`src/rtl/cpu_decode_stage_pkg.sv`:
```
// Shared types and constants for the decode stage: fetch/decode state
// encodings, instruction class encoding and RV32I major opcodes.
package cpu_decode_stage_pkg;

   // Entry state handed over by the fetch stage.
   typedef enum logic [1:0] {
      FETCH_EMPTY = 2'd0,
      FETCH_VALID = 2'd1,
      FETCH_TRAP  = 2'd2
   } fetch_output_state_t;

   // Entry state presented to the execute stage.
   typedef enum logic [1:0] {
      DEC_EMPTY      = 2'd0,
      DEC_VALID      = 2'd1,
      DEC_FETCH_TRAP = 2'd2,
      DEC_ILLEGAL    = 2'd3
   } decode_output_state_t;

   // Instruction class; lui is 0 so a cleared register reads as a harmless class.
   typedef enum logic [3:0] {
      CLASS_LUI      = 4'd0,
      CLASS_AUIPC    = 4'd1,
      CLASS_JAL      = 4'd2,
      CLASS_JALR     = 4'd3,
      CLASS_BRANCH   = 4'd4,
      CLASS_LOAD     = 4'd5,
      CLASS_STORE    = 4'd6,
      CLASS_OP_IMM   = 4'd7,
      CLASS_OP       = 4'd8,
      CLASS_MISC_MEM = 4'd9,
      CLASS_SYSTEM   = 4'd10
   } decode_class_t;

   localparam logic [6:0] OPC_LUI      = 7'b0110111;
   localparam logic [6:0] OPC_AUIPC    = 7'b0010111;
   localparam logic [6:0] OPC_JAL      = 7'b1101111;
   localparam logic [6:0] OPC_JALR     = 7'b1100111;
   localparam logic [6:0] OPC_BRANCH   = 7'b1100011;
   localparam logic [6:0] OPC_LOAD     = 7'b0000011;
   localparam logic [6:0] OPC_STORE    = 7'b0100011;
   localparam logic [6:0] OPC_OP_IMM   = 7'b0010011;
   localparam logic [6:0] OPC_OP       = 7'b0110011;
   localparam logic [6:0] OPC_MISC_MEM = 7'b0001111;
   localparam logic [6:0] OPC_SYSTEM   = 7'b1110011;

   // The only funct3=0 system words we accept: ecall, ebreak, mret.
   localparam logic [31:0] WORD_ECALL  = 32'h00000073;
   localparam logic [31:0] WORD_EBREAK = 32'h00100073;
   localparam logic [31:0] WORD_MRET   = 32'h30200073;

endpackage

```
`src/rtl/cpu_decode_stage_if.sv`:
```
// Fetch-to-decode inputs, pipeline control and the decoded entry handed to
// execute. The decode stage is the slave; the upstream/downstream side is the master.
interface cpu_decode_stage_if;
   import cpu_decode_stage_pkg::*;

   logic [31:0]          fetch_pc;
   logic [31:0]          fetch_instruction;
   fetch_output_state_t  fetch_state;
   logic                 stall;
   logic                 flush;
   logic                 fetch_hold;

   decode_output_state_t output_state;
   logic [31:0]          output_pc;
   logic [31:0]          output_instruction;
   decode_class_t        output_class;
   logic [4:0]           output_rs1;
   logic [4:0]           output_rs2;
   logic [4:0]           output_rd;
   logic [2:0]           output_funct3;
   logic                 output_alt;
   logic [31:0]          output_immediate;
   logic                 output_rd_write;

   modport master (
      output fetch_pc, fetch_instruction, fetch_state, stall, flush,
      input  fetch_hold, output_state, output_pc, output_instruction, output_class,
             output_rs1, output_rs2, output_rd, output_funct3, output_alt,
             output_immediate, output_rd_write
   );

   modport slave (
      input  fetch_pc, fetch_instruction, fetch_state, stall, flush,
      output fetch_hold, output_state, output_pc, output_instruction, output_class,
             output_rs1, output_rs2, output_rd, output_funct3, output_alt,
             output_immediate, output_rd_write
   );
endinterface

```
`src/rtl/cpu_decode_stage_decoder.sv`:
```
// Purely combinational RV32I decoder: class, register fields, sign-extended
// immediate, illegal-instruction flag and register write-back enable.
module cpu_decoder
   import cpu_decode_stage_pkg::*;
(
   input  logic [31:0]   instruction,
   output decode_class_t dec_class,
   output logic [4:0]    rs1,
   output logic [4:0]    rs2,
   output logic [4:0]    rd,
   output logic [2:0]    funct3,
   output logic          alt,
   output logic [31:0]   immediate,
   output logic          illegal,
   output logic          rd_write
);
   logic [6:0]  opcode;
   logic [6:0]  funct7;
   logic [31:0] imm_i, imm_s, imm_b, imm_u, imm_j;
   logic        writes_rd;

   assign opcode = instruction[6:0];
   assign funct7 = instruction[31:25];
   assign rd     = instruction[11:7];
   assign funct3 = instruction[14:12];
   assign rs1    = instruction[19:15];
   assign rs2    = instruction[24:20];
   assign alt    = instruction[30];

   assign imm_i = {{20{instruction[31]}}, instruction[31:20]};
   assign imm_s = {{20{instruction[31]}}, instruction[31:25], instruction[11:7]};
   assign imm_b = {{19{instruction[31]}}, instruction[31], instruction[7],
                   instruction[30:25], instruction[11:8], 1'b0};
   assign imm_u = {instruction[31:12], 12'b0};
   assign imm_j = {{11{instruction[31]}}, instruction[31], instruction[19:12],
                   instruction[20], instruction[30:21], 1'b0};

   // Opcode dispatch: pick class and immediate format, flag reserved encodings.
   always_comb begin
      dec_class = CLASS_LUI;
      immediate = 32'd0;
      illegal   = (instruction[1:0] != 2'b11);
      writes_rd = 1'b0;
      case (opcode)
         OPC_LUI:    begin dec_class = CLASS_LUI;   immediate = imm_u; writes_rd = 1'b1; end
         OPC_AUIPC:  begin dec_class = CLASS_AUIPC; immediate = imm_u; writes_rd = 1'b1; end
         OPC_JAL:    begin dec_class = CLASS_JAL;   immediate = imm_j; writes_rd = 1'b1; end
         OPC_JALR: begin
            dec_class = CLASS_JALR;
            immediate = imm_i;
            writes_rd = 1'b1;
            if (funct3 != 3'd0) illegal = 1'b1;
         end
         OPC_BRANCH: begin
            dec_class = CLASS_BRANCH;
            immediate = imm_b;
            if (funct3 == 3'd2 || funct3 == 3'd3) illegal = 1'b1;
         end
         OPC_LOAD: begin
            dec_class = CLASS_LOAD;
            immediate = imm_i;
            writes_rd = 1'b1;
            if (funct3 == 3'd3 || funct3 == 3'd6 || funct3 == 3'd7) illegal = 1'b1;
         end
         OPC_STORE: begin
            dec_class = CLASS_STORE;
            immediate = imm_s;
            if (funct3 > 3'd2) illegal = 1'b1;
         end
         OPC_OP_IMM: begin
            dec_class = CLASS_OP_IMM;
            immediate = imm_i;
            writes_rd = 1'b1;
            // Shift-immediates reuse the upper immediate bits as funct7.
            if (funct3 == 3'd1 && funct7 != 7'h00) illegal = 1'b1;
            if (funct3 == 3'd5 && funct7 != 7'h00 && funct7 != 7'h20) illegal = 1'b1;
         end
         OPC_OP: begin
            dec_class = CLASS_OP;
            writes_rd = 1'b1;
            if (funct7 != 7'h00 && funct7 != 7'h20) illegal = 1'b1;
            if (funct7 == 7'h20 && funct3 != 3'd0 && funct3 != 3'd5) illegal = 1'b1;
         end
         OPC_MISC_MEM: begin
            dec_class = CLASS_MISC_MEM;
            if (funct3 > 3'd1) illegal = 1'b1;
         end
         OPC_SYSTEM: begin
            dec_class = CLASS_SYSTEM;
            immediate = imm_i;
            if (funct3 == 3'd4) begin
               illegal = 1'b1;
            end else if (funct3 == 3'd0) begin
               if (instruction != WORD_ECALL && instruction != WORD_EBREAK &&
                   instruction != WORD_MRET)
                  illegal = 1'b1;
            end else begin
               writes_rd = 1'b1;   // CSR access
            end
         end
         default: illegal = 1'b1;
      endcase
   end

   assign rd_write = writes_rd && (rd != 5'd0) && !illegal;
endmodule

```
`src/rtl/cpu_decode_stage.sv`:
```
// Decode pipeline stage: decodes the fetched word and holds the result in a
// one-entry register toward execute, with stall (hold) and flush (invalidate).
module cpu_decode_stage
   import cpu_decode_stage_pkg::*;
#(
   parameter logic [31:0] reset_vector = 32'hXXXXXXXX
) (
   input  logic               clk,
   input  logic               reset,
   cpu_decode_stage_if.slave  bus
);
   decode_class_t dec_class;
   logic [4:0]    dec_rs1, dec_rs2, dec_rd;
   logic [2:0]    dec_funct3;
   logic          dec_alt;
   logic [31:0]   dec_immediate;
   logic          dec_illegal;
   logic          dec_rd_write;

   cpu_decoder u_decoder (
      .instruction (bus.fetch_instruction),
      .dec_class   (dec_class),
      .rs1         (dec_rs1),
      .rs2         (dec_rs2),
      .rd          (dec_rd),
      .funct3      (dec_funct3),
      .alt         (dec_alt),
      .immediate   (dec_immediate),
      .illegal     (dec_illegal),
      .rd_write    (dec_rd_write)
   );

   // A flush overrides a stall, so fetch is only told to wait when no flush is pending.
   assign bus.fetch_hold = bus.stall & ~bus.flush;

   // Pipeline register: reset > flush > stall > load.
   always_ff @(posedge clk or posedge reset) begin
      if (reset) begin
         bus.output_state       <= DEC_EMPTY;
         bus.output_pc          <= reset_vector;
         bus.output_instruction <= 32'd0;
         bus.output_class       <= CLASS_LUI;
         bus.output_rs1         <= 5'd0;
         bus.output_rs2         <= 5'd0;
         bus.output_rd          <= 5'd0;
         bus.output_funct3      <= 3'd0;
         bus.output_alt         <= 1'b0;
         bus.output_immediate   <= 32'd0;
         bus.output_rd_write    <= 1'b0;
      end else if (bus.flush) begin
         bus.output_state <= DEC_EMPTY;
      end else if (!bus.stall) begin
         bus.output_pc <= bus.fetch_pc;
         if (bus.fetch_state == FETCH_TRAP) begin
            // Fetch fault: only the pc is meaningful to the trap handler.
            bus.output_state       <= DEC_FETCH_TRAP;
            bus.output_instruction <= 32'd0;
            bus.output_class       <= CLASS_LUI;
            bus.output_rs1         <= 5'd0;
            bus.output_rs2         <= 5'd0;
            bus.output_rd          <= 5'd0;
            bus.output_funct3      <= 3'd0;
            bus.output_alt         <= 1'b0;
            bus.output_immediate   <= 32'd0;
            bus.output_rd_write    <= 1'b0;
         end else begin
            if (bus.fetch_state == FETCH_VALID)
               bus.output_state <= dec_illegal ? DEC_ILLEGAL : DEC_VALID;
            else
               bus.output_state <= DEC_EMPTY;
            bus.output_instruction <= bus.fetch_instruction;
            bus.output_class       <= dec_class;
            bus.output_rs1         <= dec_rs1;
            bus.output_rs2         <= dec_rs2;
            bus.output_rd          <= dec_rd;
            bus.output_funct3      <= dec_funct3;
            bus.output_alt         <= dec_alt;
            bus.output_immediate   <= dec_immediate;
            // Bubbles never write back, even if the stale word would.
            bus.output_rd_write    <= dec_rd_write && (bus.fetch_state == FETCH_VALID);
         end
      end
   end
endmodule

```
`src/flat_wrapper.sv`:
```
// flat-port wrapper written by rule: the top's interface ports become plain ports
module cpu_decode_stage_flat import cpu_decode_stage_pkg::*;
#(
   parameter logic [31:0] reset_vector = 32'hXXXXXXXX
)
  (clk, reset, bus_fetch_pc, bus_fetch_instruction, bus_fetch_state, bus_stall, bus_flush, bus_fetch_hold, bus_output_state, bus_output_pc, bus_output_instruction, bus_output_class, bus_output_rs1, bus_output_rs2, bus_output_rd, bus_output_funct3, bus_output_alt, bus_output_immediate, bus_output_rd_write);
  cpu_decode_stage_if bus_i ();
  input  logic clk;
  input  logic reset;
  input wire logic [$bits(bus_i.fetch_pc)-1:0] bus_fetch_pc;
  input wire logic [$bits(bus_i.fetch_instruction)-1:0] bus_fetch_instruction;
  input wire logic [$bits(bus_i.fetch_state)-1:0] bus_fetch_state;
  input wire logic [$bits(bus_i.stall)-1:0] bus_stall;
  input wire logic [$bits(bus_i.flush)-1:0] bus_flush;
  output wire logic [$bits(bus_i.fetch_hold)-1:0] bus_fetch_hold;
  output wire logic [$bits(bus_i.output_state)-1:0] bus_output_state;
  output wire logic [$bits(bus_i.output_pc)-1:0] bus_output_pc;
  output wire logic [$bits(bus_i.output_instruction)-1:0] bus_output_instruction;
  output wire logic [$bits(bus_i.output_class)-1:0] bus_output_class;
  output wire logic [$bits(bus_i.output_rs1)-1:0] bus_output_rs1;
  output wire logic [$bits(bus_i.output_rs2)-1:0] bus_output_rs2;
  output wire logic [$bits(bus_i.output_rd)-1:0] bus_output_rd;
  output wire logic [$bits(bus_i.output_funct3)-1:0] bus_output_funct3;
  output wire logic [$bits(bus_i.output_alt)-1:0] bus_output_alt;
  output wire logic [$bits(bus_i.output_immediate)-1:0] bus_output_immediate;
  output wire logic [$bits(bus_i.output_rd_write)-1:0] bus_output_rd_write;
  assign bus_i.fetch_pc = bus_fetch_pc;
  assign bus_i.fetch_instruction = bus_fetch_instruction;
  assign bus_i.fetch_state = bus_fetch_state;
  assign bus_i.stall = bus_stall;
  assign bus_i.flush = bus_flush;
  assign bus_fetch_hold = bus_i.fetch_hold;
  assign bus_output_state = bus_i.output_state;
  assign bus_output_pc = bus_i.output_pc;
  assign bus_output_instruction = bus_i.output_instruction;
  assign bus_output_class = bus_i.output_class;
  assign bus_output_rs1 = bus_i.output_rs1;
  assign bus_output_rs2 = bus_i.output_rs2;
  assign bus_output_rd = bus_i.output_rd;
  assign bus_output_funct3 = bus_i.output_funct3;
  assign bus_output_alt = bus_i.output_alt;
  assign bus_output_immediate = bus_i.output_immediate;
  assign bus_output_rd_write = bus_i.output_rd_write;
  cpu_decode_stage #(.reset_vector(reset_vector)) u_core (.clk(clk), .reset(reset), .bus(bus_i));
endmodule
```
`config.mk`:
```
export PLATFORM = sky130hd
export DESIGN_NAME = cpu_decode_stage_flat
export DESIGN_NICKNAME = d
export VERILOG_FILES = /design/src/rtl/cpu_decode_stage_pkg.sv /design/src/rtl/cpu_decode_stage_if.sv /design/src/rtl/cpu_decode_stage_decoder.sv /design/src/rtl/cpu_decode_stage.sv /design/src/flat_wrapper.sv
export SDC_FILE = /design/constraint.sdc
export NUM_CORES = 1
export LEC_CHECK = 0
export CAP_MARGIN = 10
export CORE_ASPECT_RATIO = 0.75
export CORE_MARGIN = 2
export CORE_UTILIZATION = 48
export CTS_BUF_LIST = sky130_fd_sc_hd__clkbuf_8
export CTS_CLUSTER_DIAMETER = 150
export CTS_CLUSTER_SIZE = 25
export DETAILED_ROUTE_END_ITERATION = 12
export GPL_TIMING_DRIVEN = 1
export PLACE_DENSITY = 0.89
export SLEW_MARGIN = 20
export SYNTH_ARGS = -nofsm -noshare
export SYNTH_HDL_FRONTEND = slang
export SYNTH_SLANG_ARGS = --single-unit
```
`constraint.sdc`:
```
create_clock -name clk -period 8.1 [get_ports clk]
set_clock_uncertainty 0.05 [all_clocks]
set_input_delay 1.62 -clock clk [delete_from_list [all_inputs] [get_ports clk]]
set_output_delay 1.62 -clock clk [all_outputs]
set_load 0.02 [all_outputs]
```
After elaboration in Yosys (flattened, before gate mapping)
Cells that the tools add are included.
W data, S select, Z words.

cells by class
  reduce and logical (&&, ||, !) cells = 24
  order comparisons = 2
  bitwise operators = 3
  eq/ne operators = 28
  multiplexer cells = 32

operators by type and width
  operator                count
  $pmux W32 S5            1
  $mux W32                2
  $pmux W4 S10            1
  $ne A32 B21 Y1 const B  1
  $ne A32 B30 Y1 const B  1
  $ne A32 B7 Y1 const B   1
  $eq A7 B6 Y1 const B    4
  $eq A7 B7 Y1 const B    4
  $mux W1                 16
  $mux W5                 3
  $eq A7 B5 Y1 const B    2
  $eq A3 B3 Y1 const B    4
  $logic_and A1 B1 Y1     11
  $mux W2                 5
  $pmux W1 S9             1
  $eq A7 B2 Y1 const B    1
  $eq A7 B4 Y1 const B    1
  $ne A7 B6 Y1 const B    1
  $reduce_bool A7 Y1      1
  $reduce_or A7 Y1        1
  $eq A3 B2 Y1 const B    2
  $reduce_bool A5 Y1      1
  $mux W4                 1
  $reduce_or A4 Y1        1
  other kinds (19)        22

storage, ports and cells
  logic and storage cells = 100
  output and inout port bits = 123
  bits of input ports = 70
  register bits after elaboration = 122

Depth between registers and ports, before layout
Gate-level depths: netlist of the first run.

  depth after elaboration = 12
  mapped depth = 8
  gate-level depth less buffers = 6

By module
From an unflattened synthesis of the first run, not the netlist that was laid out.

unflattened totals
  cell total of the unflattened synthesis = 624
  area, all modules = 6134.6 um^2

by module, submodules not included
  module            instances  cells each  seq. area each (um^2)  area each (um^2)
  cpu_decode_stage  1          472         3052.9                 5161.2
  cpu_decoder       1          152         0.0                    973.4

Worst setup path before layout of the first run
OpenSTA, ideal clock, no wires.

  kind = input to output
  start = in bus_stall
  end = out bus_fetch_hold
  slack = 4.463 ns
  arrival = 1.967 ns
  required time = 6.430 ns
  buffers on the path = 0
  stages on the path = 1
  cell sequence = nor2b_1

on the way
  word-level cells in the longest chain between the ends = 1

RTL lines
  what             line                    RTL
  start, declared  flat_wrapper.sv:13      input wire logic [$bits(bus_i.stall)-1:0] bus_stall;
  $and A1 B1 Y1    cpu_decode_stage.sv:34  assign bus.fetch_hold = bus.stall & ~bus.flush;
  end, declared    flat_wrapper.sv:15      output wire logic [$bits(bus_i.fetch_hold)-1:0] bus_fetch_hold;

No other way between the ends.

Worst setup path in the final report of the first run
Same ends and word-level chain as after synthesis.

==> results.ini, run 1 <==
[worst_setup_path]
critical_path_buf_inv_count=2
worstSetupPathType=input pin to primary output
end_kind=primary output
cp_slowest_cell=clkdlybuf4s50_1
critPathRequiredTime_ns=6.43
crit_top_cell=clkdlybuf4s50_1
r2r_cells=2
critical_path_peak_fanout=5
r2r-start=u_core.bus.output_state[1]$_DFFE_PP0N_
worstPathArrival_ns=3.03
critPathTopFamily=buffers and inverters
startpoint_type=input pin
cpPeakStageDelay_ns=0.62
cp_cell_sequence=clkdlybuf4s50_1 -> nor2b_1 -> clkdlybuf4s50_1
r2r-end=u_core.bus.output_state[1]$_DFFE_PP0N_
rrSetupSlack_ns=7.11

[routing]
drt_iter0_drc=405
drc=0
routed_via_density=5.52
vias=4287
wl_per_cell_um=19.0
ant_nets=0
drt-pass1-iter-count=5
drt-total-wl_mm=14.8

[synth]
async_reset_ff_frac=1.00
ys_types=50
syn_nets=552
synth_area_um2=4720
ys.flop_type=dfrtp_1
synth-edff-count=0
avgSynthCellArea_um2=9.80
ys_warn_count=0
netlist_instances=482
synth_seq_cells=103
yosysSeqAreaShare=0.546

[outcome]
status=finished clean

[sta]
drv_slew=0
max_freq_mhz=213
relSlewSlack=0.436
setup_tns_ns=0
worstMarginPinSlew_ns=0.842
layout_min_cycle_time_ns=4.70
rsz0062_at_grt=no
hold_violations=0
setup_viol=0
holdWs_ns=0.436
fin_crit_sh=0.581

[clock_network]
cts_setup_buffers=0
cts_tree=built
cts_root_buf=clkbuf_8
clk_pin_slew_ns=0.10
clockBufferDepth=2
cts_hold_buf=0
htree_levels=3
cts_num_sinks=103
clock_latency_ns=0.36
post_cts_resized=0
numCtsBuffers=9

[pwr]
p_sw_frac=0.317
p_clk_frac=0.258
seq_power_share=0.476
p_int_mw=0.836
p_comb_frac=0.266
p_leak_nw=2.92
ir_worst_vdd_uv=106
power.density_nw_per_um2=181
p_sw_mw=0.389

[placement]
placed_cell_area_um2=6540
port_buffers=192
dp_cells=759
dpl.hpwl_mm=10.9
gp_congestion=0.943

[global_routing]
grt_pass1_vias=4276
grt_usage=0.279
grt_overflow_total=0
grt_pass1_wl_mm=23.4
grt_max_degree=105
antenna_found_initial=0

[final_layout]
seqCellArea_um2=2580
drive_gt1_frac=0.0761
layout_common_cells=clkdlybuf4s50_1 (192), nand2_1 (135), dfrtp_1 (103)
fillers=758
n_antenna_cell=0
final_common_cell=clkdlybuf4s50_1
nets=709
multi_input_area_um2=1840
final_cell_area_um2=6750
area_growth_syn_to_layout_pct=42.9
layoutNonFillerInstCount=776

[die]
core_area_um2=9620
initial_core_util=0.491
pin_count=193
die-area_um2=10700
rows=31
die_y_um=89.9
fp.dieW_um=119

[hold_path]
min_path_cells=2
hold_start=u_core.bus.output_pc[4]$_DFFE_PP0P_
min_path_type=flip-flop to flip-flop
hold_end=u_core.bus.output_pc[4]$_DFFE_PP0P_

[job]
cap_violations=0

metrics by stage:
stage               total power [mW]  utilization  worst slack (ns)
detailed placement             0.918        0.680              3.41
floorplan                      0.756            -              3.73
global placement               0.910        0.679              3.47
CTS                             1.23        0.700              3.41
global route                    1.28        0.702              3.35
finish                          1.22        0.702              3.40
worst register-to-register path, cell delays in order (launching register included):
cell	delay (ns)
dfrtp_1	0.42
and2_1	0.16
a221o_1	0.26
routing by layer:
| metal | track usage | vias up | part of all wire |
|---|---|---|---|
| li1 | - | 1968 | - |
| met1 | 0.401 | 2104 | 0.44 |
| met2 | 0.429 | 189 | 0.46 |
| met3 | 0.0679 | 26 | 0.078 |
| met4 | 0.0675 | 0 | 0.016 |
| met5 | 0 | - | 0 |
synth_stat cells, types with 3 or more instances:
| cell type | number | area [um2] |
|---|---|---|
| nand2_1 | 135 | 507 |
| dfrtp_1 | 103 | 2580 |
| a22o_1 | 38 | 333 |
| a21oi_1 | 28 | 140 |
| buf_4 | 23 | 173 |
| o21ai_0 | 19 | 95.1 |
| clkbuf_1 | 16 | 60.1 |
| o21ai_1 | 12 | 60.1 |
| nor2_1 | 11 | 41.3 |
| o21ai_2 | 11 | 96.3 |
| buf_2 | 6 | 30.0 |
| nor2b_1 | 6 | 37.5 |
| nor3_1 | 6 | 30.0 |
| a22oi_1 | 4 | 30.0 |
| and3_1 | 4 | 25.0 |
| inv_1 | 4 | 15.0 |
| nor2_2 | 4 | 25.0 |
| a32oi_1 | 3 | 26.3 |
| and2_1 | 3 | 18.8 |
| buf_6 | 3 | 33.8 |
| nand3_1 | 3 | 15.0 |
| nor4_1 | 3 | 18.8 |
| o31ai_1 | 3 | 22.5 |
worst max-delay path by stage:
stage,startpoint,end,cells past startpoint
floorplan,reset,u_core.bus.output_class[0]$_DFFE_PP0P_,1
global placement,bus_stall,bus_fetch_hold,3
detailed placement,bus_stall,bus_fetch_hold,3
CTS,bus_stall,bus_fetch_hold,3
global route,bus_stall,bus_fetch_hold,3
finish,bus_stall,bus_fetch_hold,3
sequential cells by signal (all words and copies together), names as in the netlist:
register	count
u_core.bus.output_rs1	4
u_core.bus.output_immediate	32
u_core.bus.output_instruction	18
u_core.bus.output_state	2
u_core.bus.output_pc	32
u_core.bus.output_rd	4
u_core.bus.output_class	4
u_core.bus.output_funct3	2
u_core.bus.output_rs2	4
u_core.bus.output_rd_write	1
cell type report:
class / instances / area share
Multi-Input combinational cell: 325 / 0.272
Clock buffer: 10 / 0.0204
Timing Repair Buffer: 195 / 0.290
Clock inverter: 6 / 0.00834
Inverter: 5 / 0.00315
Tap cell: 132 / 0.0245
Sequential cell: 103 / 0.382
cells by family (layout without fill, tap and decap cells):
logic type,count (synthesis),after routing,synth area share
flops,103,103,0.546
simple gates,190,190,0.183
xor+xnor,2,2,0.00371
compound gates,133,133,0.200
buf+inv,54,216,0.0678
power by group through the flow:
stage	combinational, mW	clock, mW	sequential, mW
floorplan	0.114	0	0.642
global placement	0.320	0	0.590
detailed placement	0.325	0	0.593
CTS	0.326	0.323	0.583
global route	0.344	0.345	0.589
finish	0.326	0.316	0.583
Note: power is estimated with default switching activity, not from simulation.
==> run 2, diff against run 1 <==
CORE_UTILIZATION = 40   (was 48)
PLACE_DENSITY = 0.79   (was 0.89)
clock period = 3.82 ns   (was 8.1 ns; I/O delays follow)
==> run 2 against run 1 <==
Against the previous run: cell area is 1.2% higher; global-route usage is 4.1 points lower; die area is 19% higher; cell count is 4.8% higher; first-iteration DRC count is 4.0% lower; highest routed layer unchanged.
==> results.ini, run 2 (same netlist as run 1, synthesis figures left out) <==
[routing]
drt-total-wl_mm=15.1
dr_wl_met2_mm=6.67
drt-pass1-iter-count=5
drt_iter0_drc=389
wl_per_cell_um=18.6
wl_met1_mm=6.87
routed_via_density=5.32
routed.top_layer=met4
vias=4329
drc=0
routed-wl-met3_mm=1.34
ant_nets=0

[sta]
relSlewSlack=0.555
max_freq_mhz=332
drv_slew=0
holdWs_ns=0.435
layout_min_cycle_time_ns=3.01
fin_ws_ns=0.806
hold_violations=0
fin_crit_sh=0.789
rsz0062_at_grt=no
worstMarginPinSlew_ns=0.667
setup_tns_ns=0
setup_viol=0

[pwr]
ir_worst_vdd_uv=180
finalPower_mw=2.57
power.density_nw_per_um2=377
p_leak_nw=2.94

[clock_network]
numCtsBuffers=9
clock_latency_ns=0.37
cts_root_buf=clkbuf_8
clockBufferDepth=2
htree_levels=3
post_cts_resized=0
clk_pin_slew_ns=0.10
cts_num_sinks=103
cts_tree=built
cts_hold_buf=0
cts_setup_buffers=0

[final_layout]
n_antenna_cell=0
reg.largest.list=u_core.bus.output_immediate x32, u_core.bus.output_pc x32, u_core.bus.output_instruction x18
drive_gt1_frac=0.0860
layout_common_cells=clkdlybuf4s50_1 (192), nand2_1 (135), dfrtp_1 (103)
fillers=1022
area_growth_syn_to_layout_pct=44.7
fin_util=0.591
nets=716
final_common_cell=clkdlybuf4s50_1

[placement]
dpl.hpwl_mm=11.4
port_buffers=192
gp_congestion=0.983
dp_slack_ns=0.645

[worst_setup_path]
worstPathArrival_ns=2.20
worstSetupPathType=input pin to primary output
startpoint_type=input pin
end_kind=primary output
critical_path_peak_fanout=5
critPathRequiredTime_ns=3.01

[die]
core_area_um2=11600
rows=34
initial_core_util=0.408
fp.dieW_um=129
die_y_um=98.1
pin_count=193
die-area_um2=12700

[global_routing]
grt_pass1_vias=4269
antenna_found_initial=0
grt_overflow_total=0
grt_pass1_wl_mm=23.4
grt_max_degree=64
grt_usage=0.238

[outcome]
status=finished clean

[job]
cap_violations=0

[hold_path]
min_path_type=flip-flop to flip-flop

[run 2: final cells by class]
type	count	area, um2	area share
well taps	162	203	0.0297
inverters	5	21.3	0.00311
repair buffers	202	2020	0.296
clock buffers	9	124	0.0181
clock inverters	7	56.3	0.00824
flip-flops and latches	103	2580	0.377
multi-input cells	325	1830	0.268
[run 2: path summary, 6_finish.rpt]
path | startpoint | end | slack [ns] | cells past startpoint
max in group asynchronous | reset | u_core.bus.output_immediate[11]$_DFFE_PP0P_ | 2.21 | 3
min in group asynchronous | reset | u_core.bus.output_pc[31]$_DFFE_PP0P_ | 0.78 | 2
max reg2reg | u_core.bus.output_state[1]$_DFFE_PP0N_ | u_core.bus.output_state[1]$_DFFE_PP0N_ | 2.87 | 2
min reg2reg | u_core.bus.output_pc[7]$_DFFE_PP0P_ | u_core.bus.output_pc[7]$_DFFE_PP0P_ | 0.44 | 2
min | u_core.bus.output_pc[7]$_DFFE_PP0P_ | u_core.bus.output_pc[7]$_DFFE_PP0P_ | 0.44 | 2
max | bus_stall | bus_fetch_hold | 0.81 | 3
[run 2: routing by layer]
layer | vias up | global-route usage
met1 | 2110 | 0.355
met4 | 0 | 0.0587
li1 | 1973 | -
met2 | 223 | 0.355
met3 | 23 | 0.0521
met5 | - | 0
[run 2: report_power, final]
group / total, mW / internal (mW) / switching [mW]
Clock: 0.639 / 0.244 / 0.396
Combinational: 0.697 / 0.333 / 0.364
Sequential: 1.24 / 1.18 / 0.0586
[run 2: critical path: stages]
cell and delay, ns:
clkdlybuf4s50_1 0.54, nor2b_1 0.25, clkdlybuf4s50_1 0.64
[run 2: through the flow]
| stage | std cells | instance area (um2) |
|---|---|---|
| floorplan | 482 | 4720 |
| global placement | 797 | 6650 |
| detailed placement | 797 | 6650 |
| CTS | 813 | 6830 |
| global route | 813 | 6830 |
| finish | 813 | 6830 |
